`src/rtl/wb_regfile_pkg.sv`:
```
// Shared constants for the writeback stage and architectural register file.
// Consumed by wb_mux and wb_regfile (optional bypass macro: REGFILE_BYPASS_EN).
package wb_regfile_pkg;

    localparam int XLEN = 32;
    localparam int NREG = 32;
    localparam int AW   = 5;

    localparam logic [AW-1:0] ZERO_REG = 5'd0;

    // Register write enable is active-low throughout the pipeline.
    localparam logic WEN_ACTIVE = 1'b0;

    localparam logic [1:0] SEL_ALU  = 2'd0;
    localparam logic [1:0] SEL_LOAD = 2'd1;
    localparam logic [1:0] SEL_PC4  = 2'd2;
    localparam logic [1:0] SEL_RS   = 2'd3;

endpackage

```
`src/rtl/wb_mux.sv`:
```
// Writeback source select: picks the value committed to the register file.
// Purely combinational; the select encoding comes from wb_regfile_pkg.
module wb_mux
    import wb_regfile_pkg::*;
(
    input  logic [1:0]      sel_wb,
    input  logic [XLEN-1:0] alu_out,
    input  logic [XLEN-1:0] load_data,
    input  logic [XLEN-1:0] pc_add4,
    input  logic [XLEN-1:0] dout0,
    output logic [XLEN-1:0] wb_data
);

    always_comb begin
        wb_data = alu_out;
        case (sel_wb)
            SEL_ALU:  wb_data = alu_out;
            SEL_LOAD: wb_data = load_data;
            SEL_PC4:  wb_data = pc_add4;
            SEL_RS:   wb_data = dout0;
            default:  wb_data = alu_out;
        endcase
    end

endmodule

```
`src/rtl/wb_regfile.sv`:
```
// Writeback stage plus 32x32 architectural register file with two async read ports.
// Define REGFILE_BYPASS_EN to forward same-cycle writeback data to matching read ports.
module wb_regfile
    import wb_regfile_pkg::*;
(
    input  logic            CLK,
    input  logic            RSTN,
    input  logic [1:0]      SelWB_W,
    input  logic            WEN_W,
    input  logic [31:0]     ALUOUT_W,
    input  logic [31:0]     LoadData_W,
    input  logic [31:0]     PCADD4_W,
    input  logic [31:0]     DOUT0_W,
    input  logic [4:0]      WA_W,
    input  logic [4:0]      RA0,
    input  logic [4:0]      RA1,
    output logic [31:0]     RD0,
    output logic [31:0]     RD1,
    output logic [31:0]     WB_DATA,
    output logic            WB_VALID,
    output logic [31:0]     WB_CNT
);

    logic [XLEN-1:0] wb_data;
    logic            wb_valid;
    logic [XLEN-1:0] regs [NREG];
    logic [31:0]     wb_cnt_q;

    wb_mux u_wb_mux (
        .sel_wb    (SelWB_W),
        .alu_out   (ALUOUT_W),
        .load_data (LoadData_W),
        .pc_add4   (PCADD4_W),
        .dout0     (DOUT0_W),
        .wb_data   (wb_data)
    );

    // Gated by RSTN so no write is reported while the block is held in reset.
    assign wb_valid = RSTN && (WEN_W == WEN_ACTIVE) && (WA_W != ZERO_REG);

    always_ff @(posedge CLK or negedge RSTN) begin
        if (!RSTN) begin
            for (int i = 0; i < NREG; i++) begin
                regs[i] <= '0;
            end
        end else if (wb_valid) begin
            regs[WA_W] <= wb_data;
        end
    end

    always_ff @(posedge CLK or negedge RSTN) begin
        if (!RSTN) begin
            wb_cnt_q <= '0;
        end else if (wb_valid) begin
            wb_cnt_q <= wb_cnt_q + 32'd1;
        end
    end

    always_comb begin
        RD0 = (RA0 == ZERO_REG) ? '0 : regs[RA0];
        RD1 = (RA1 == ZERO_REG) ? '0 : regs[RA1];
`ifdef REGFILE_BYPASS_EN
        // wb_valid already excludes register zero, so a match implies a nonzero address.
        if (wb_valid && (RA0 == WA_W)) RD0 = wb_data;
        if (wb_valid && (RA1 == WA_W)) RD1 = wb_data;
`endif
    end

    assign WB_DATA  = wb_data;
    assign WB_VALID = wb_valid;
    assign WB_CNT   = wb_cnt_q;

endmodule

```
`config.mk`:
```
export PLATFORM = sky130hd
export DESIGN_NAME = wb_regfile
export DESIGN_NICKNAME = d
export VERILOG_FILES = /design/src/rtl/wb_regfile_pkg.sv /design/src/rtl/wb_mux.sv /design/src/rtl/wb_regfile.sv
export SDC_FILE = /design/constraint.sdc
export NUM_CORES = 2
export LEC_CHECK = 0
export BUFFER_PORTS_ARGS = -buffer_cell sky130_fd_sc_hd__buf_4
export CAP_MARGIN = 0
export CORE_MARGIN = 4
export CORE_UTILIZATION = 60
export DETAILED_ROUTE_END_ITERATION = 8
export MAX_ROUTING_LAYER = met4
export PLACE_DENSITY_LB_ADDON = 0.08
export SETUP_SLACK_MARGIN = 0.5
export SLEW_MARGIN = 20
export SYNTH_ARGS = -nofsm -noshare
export SYNTH_HDL_FRONTEND = slang
export SYNTH_HIERARCHICAL = 1
export SYNTH_SLANG_ARGS = --single-unit
```
`constraint.sdc`:
```
create_clock -name CLK -period 3.35 [get_ports CLK]
set_clock_uncertainty 0.2 [all_clocks]
set_input_delay 0.67 -clock CLK [delete_from_list [all_inputs] [get_ports CLK]]
set_output_delay 0.67 -clock CLK [all_outputs]
set_load 0.01 [all_outputs]
```
==> metrics.md <==
| Metric | Value |
|---|---|
| Ys flop type | dfrtp_1 |
| Final net count | 4,460 |
| H-Tree Depth | 3 |
| First-iteration detailed-routing DRC count | 4,762 |
| Top post-synthesis cells by area | dfrtp_1 47%, mux2_2 20%, mux4_2 20% |
| Vias | 40,574 |
| Total track usage | 0.411 |
| 1st-pass router iterations | 5 |
| Worst-Skew Late Latency | 0.69 ns |
| Layout cells sized above 1 | 0.647 |
| Commonest cells in the netlist | 1,056 x dfrtp_1, 1,007 x mux2_2, 494 x mux4_2 |
| Port bufs | 276 |
| Count leader, synth | dfrtp_1 |
| Syn Nets | 3,873 |
| Area growth syn-to-layout | 26.3% |
| First-pass GRT wire length | 289 mm |
| Outcome | finished with violations |
| Max-slew violation count | 0 |
| Post-synthesis cell area | 0.0566 mm2 |
| Place WS | -0.512 ns |
| Final hold violation count | 0 |
| Mean Syn Cell Area | 15.2 um2 |
| Root buf cell | clkbuf_16 |
| I/O pins | 277 |
| Cell taking the most area after synthesis | dfrtp_1 |
| Critical path class | flop to output pin |
| Max_cap viols | 0 |
| Die area | 0.0993 mm2 |
| Worst Setup End Kind | output pin |
| F_max | 282 MHz |
| Post-synth EDFFs | 0 |
| Sink Count | 1,056 |
| Post-Synthesis Cells | 3,724 |
| Top cell type's share of synthesized area | 0.467 |
| Core area | 0.0935 mm2 |
| Min-Delay Path Class | input port to asynchronous set/reset pin |
| Met1 Use GR | 0.553 |
| Cell Rows | 112 |
| DR vias/cell | 7.17 |
| CP startpoint kind | flop |
| Hpwl dp | 121 mm |
| Initial Util | 0.605 |
| CTS tree | done |
| Routed len/inst | 34.8 um |
| Met3 Usage GRT | 0.113 |
| Worst VDD drop | 491 uV |
| Final Non-Filler Cells | 5,658 |
| Seq/Total Area, Yosys | 0.467 |
| Initial antenna violation count | 2 |
| Worst slew pin tran | 1.04 ns |
| CP required | 2.48 ns |
| Vias in the first global route | 42,801 |
| Worst-path clk slew | 0.06 ns |
| Leakage power | 32.3 nW |
| Busiest grt layer | met2 |
| Pwr Density | 516 mW/mm2 |
| Failing checks | negative setup slack |
| Setup TNS | -4.36 ns |
| Met2 Usage GRT | 0.599 |
| Final worst setup slack | -0.201 ns |
| Relative slew slack | 0.304 |
| Total routed wirelength | 197 mm |
| CTS buffer count | 113 |
| Die Wd | 315 um |
| Design Power | 0.0368 W |
| Yosys warns | 6 |
| Largest net degree at the start of global routing | 189 |
| FFs w/ async S/R, synth | 1.00 |
| Worst EP arrival | 2.68 ns |
| Final Cycle Share | 1.06 |
| Die H | 315 um |
| Worst Path Max Fanout | 3 |
| Placed cells | 5,231 |
| Max Root-Sink Buffers | 3 |
| Final Setup Violations | 56 |
| Routed Antenna Nets | 0 |
| Placer Congestion | 0.910 |
| Synth cell types | 47 |
| Gr ovfl total | 0 |
| Register bit total from synthesis | 1,056 |
| # DRC | 0 |
| RSZ-0062 raised after global routing | yes |
| Minimum clock period | 3.55 ns |
| Fillers | 5,381 |
kinds of logic (layout without fill, tap and decap cells):
kind of cell    after synthesis  in the layout  share of synthesized area
xor+xnor                     31             31                    0.00480
flops                      1056           1056                      0.467
compound gates              268            268                     0.0374
fa+ha+maj                     1              1                   0.000221
simple gates                285            285                     0.0279
mux                        1648           1648                      0.424
buf+inv                     435           1110                     0.0388
other cells                   0              5                          0
per-layer routing:
metal	share of wire	routed length [um]
met5	0	0
met4	0.050	9850
met3	0.12	24000
met2	0.46	90100
met1	0.37	73200
path summary, 6_finish.rpt:
check	start	to	slack (ns)	cells after the start
setup / recovery	regs[415]	RD1[31]	-0.20	6
hold / removal	RSTN	regs[171]	0.19	2
setup reg to reg	WB_CNT[6]	WB_CNT[23]	1.12	5
hold reg to reg	regs[1001]	regs[1001]	0.20	0
max in group asynchronous	RSTN	regs[742]	0.70	5
min in group CLK	regs[1001]	regs[1001]	0.20	0
layout by cell type (no fill, tap or decap), drive strengths merged, types with 3 or more instances in the layout:
cell type     n
a211oi       69
dfrtp      1056
a22o         53
nand2        41
and3          7
mux2       1015
o221ai       28
clkinvlp      3
a21oi         4
mux2i       137
mux4        496
xor2         15
bufinv        5
nor2         28
bufbuf        5
nor4         37
and2          4
xnor2        16
inv           9
nand3        19
nor2b        78
clkbuf      167
buf         892
a221oi       12
nand4         6
clkinv       28
nand2b       13
nor3         41
a2111oi      31
o22ai        68
diode         5
per-stage QoR:
step / utilization / instance area (um2) / hold WS (ns)
2_1_floorplan: - / 57300 / 0.174
3_3_place_gp: 0.675 / 63100 / 0.177
3_5_place_dp: 0.675 / 63100 / 0.183
4_1_cts: 0.751 / 70200 / 0.198
5_1_grt: 0.764 / 71400 / 0.163
6_report: 0.764 / 71500 / 0.186
cell type report:
type                       instances  area, um2  share of cell area
inverter                           7       26.3            0.000368
clock inverter                    38        334             0.00468
multi-input combinational       2233      30100               0.421
timing repair buffer             900       9650               0.135
sequential                      1056      26400               0.370
clock buffer                     165       3330              0.0466
antenna                            5       12.5            0.000175
tap                             1254       1570              0.0220
where the power goes:
group | internal, W | switching [W] | leakage [nW] | total, W
Sequential | 0.0146 | 0.00152 | 14.0 | 0.0161
Clock | 0.00722 | 0.00522 | 1.82 | 0.0124
Combinational | 0.00474 | 0.00355 | 16.4 | 0.00829
repair_timing:
item	in CTS	in global routing
endpoints found under the setup margin	70	706
setup buffers	124	68
gates cloned	23	2
gates resized for setup	341	124
hold endpoints to repair	42	0
pin swaps	86	74
hold buffers	1	0
state kept, by name (all words and copies together) (netlist names):
| register | count |
|---|---|
| regs | 1024 |
| WB_CNT | 32 |
worst max-delay path: stages (launching register included):
cell	delay (ns)
dfrtp_1	0.42
mux4_2	0.48
mux4_2	0.53
nor2b_1	0.15
nor4_1	0.07
buf_4	0.20
buf_6	0.13
Note: power is estimated with default switching activity, not from simulation.
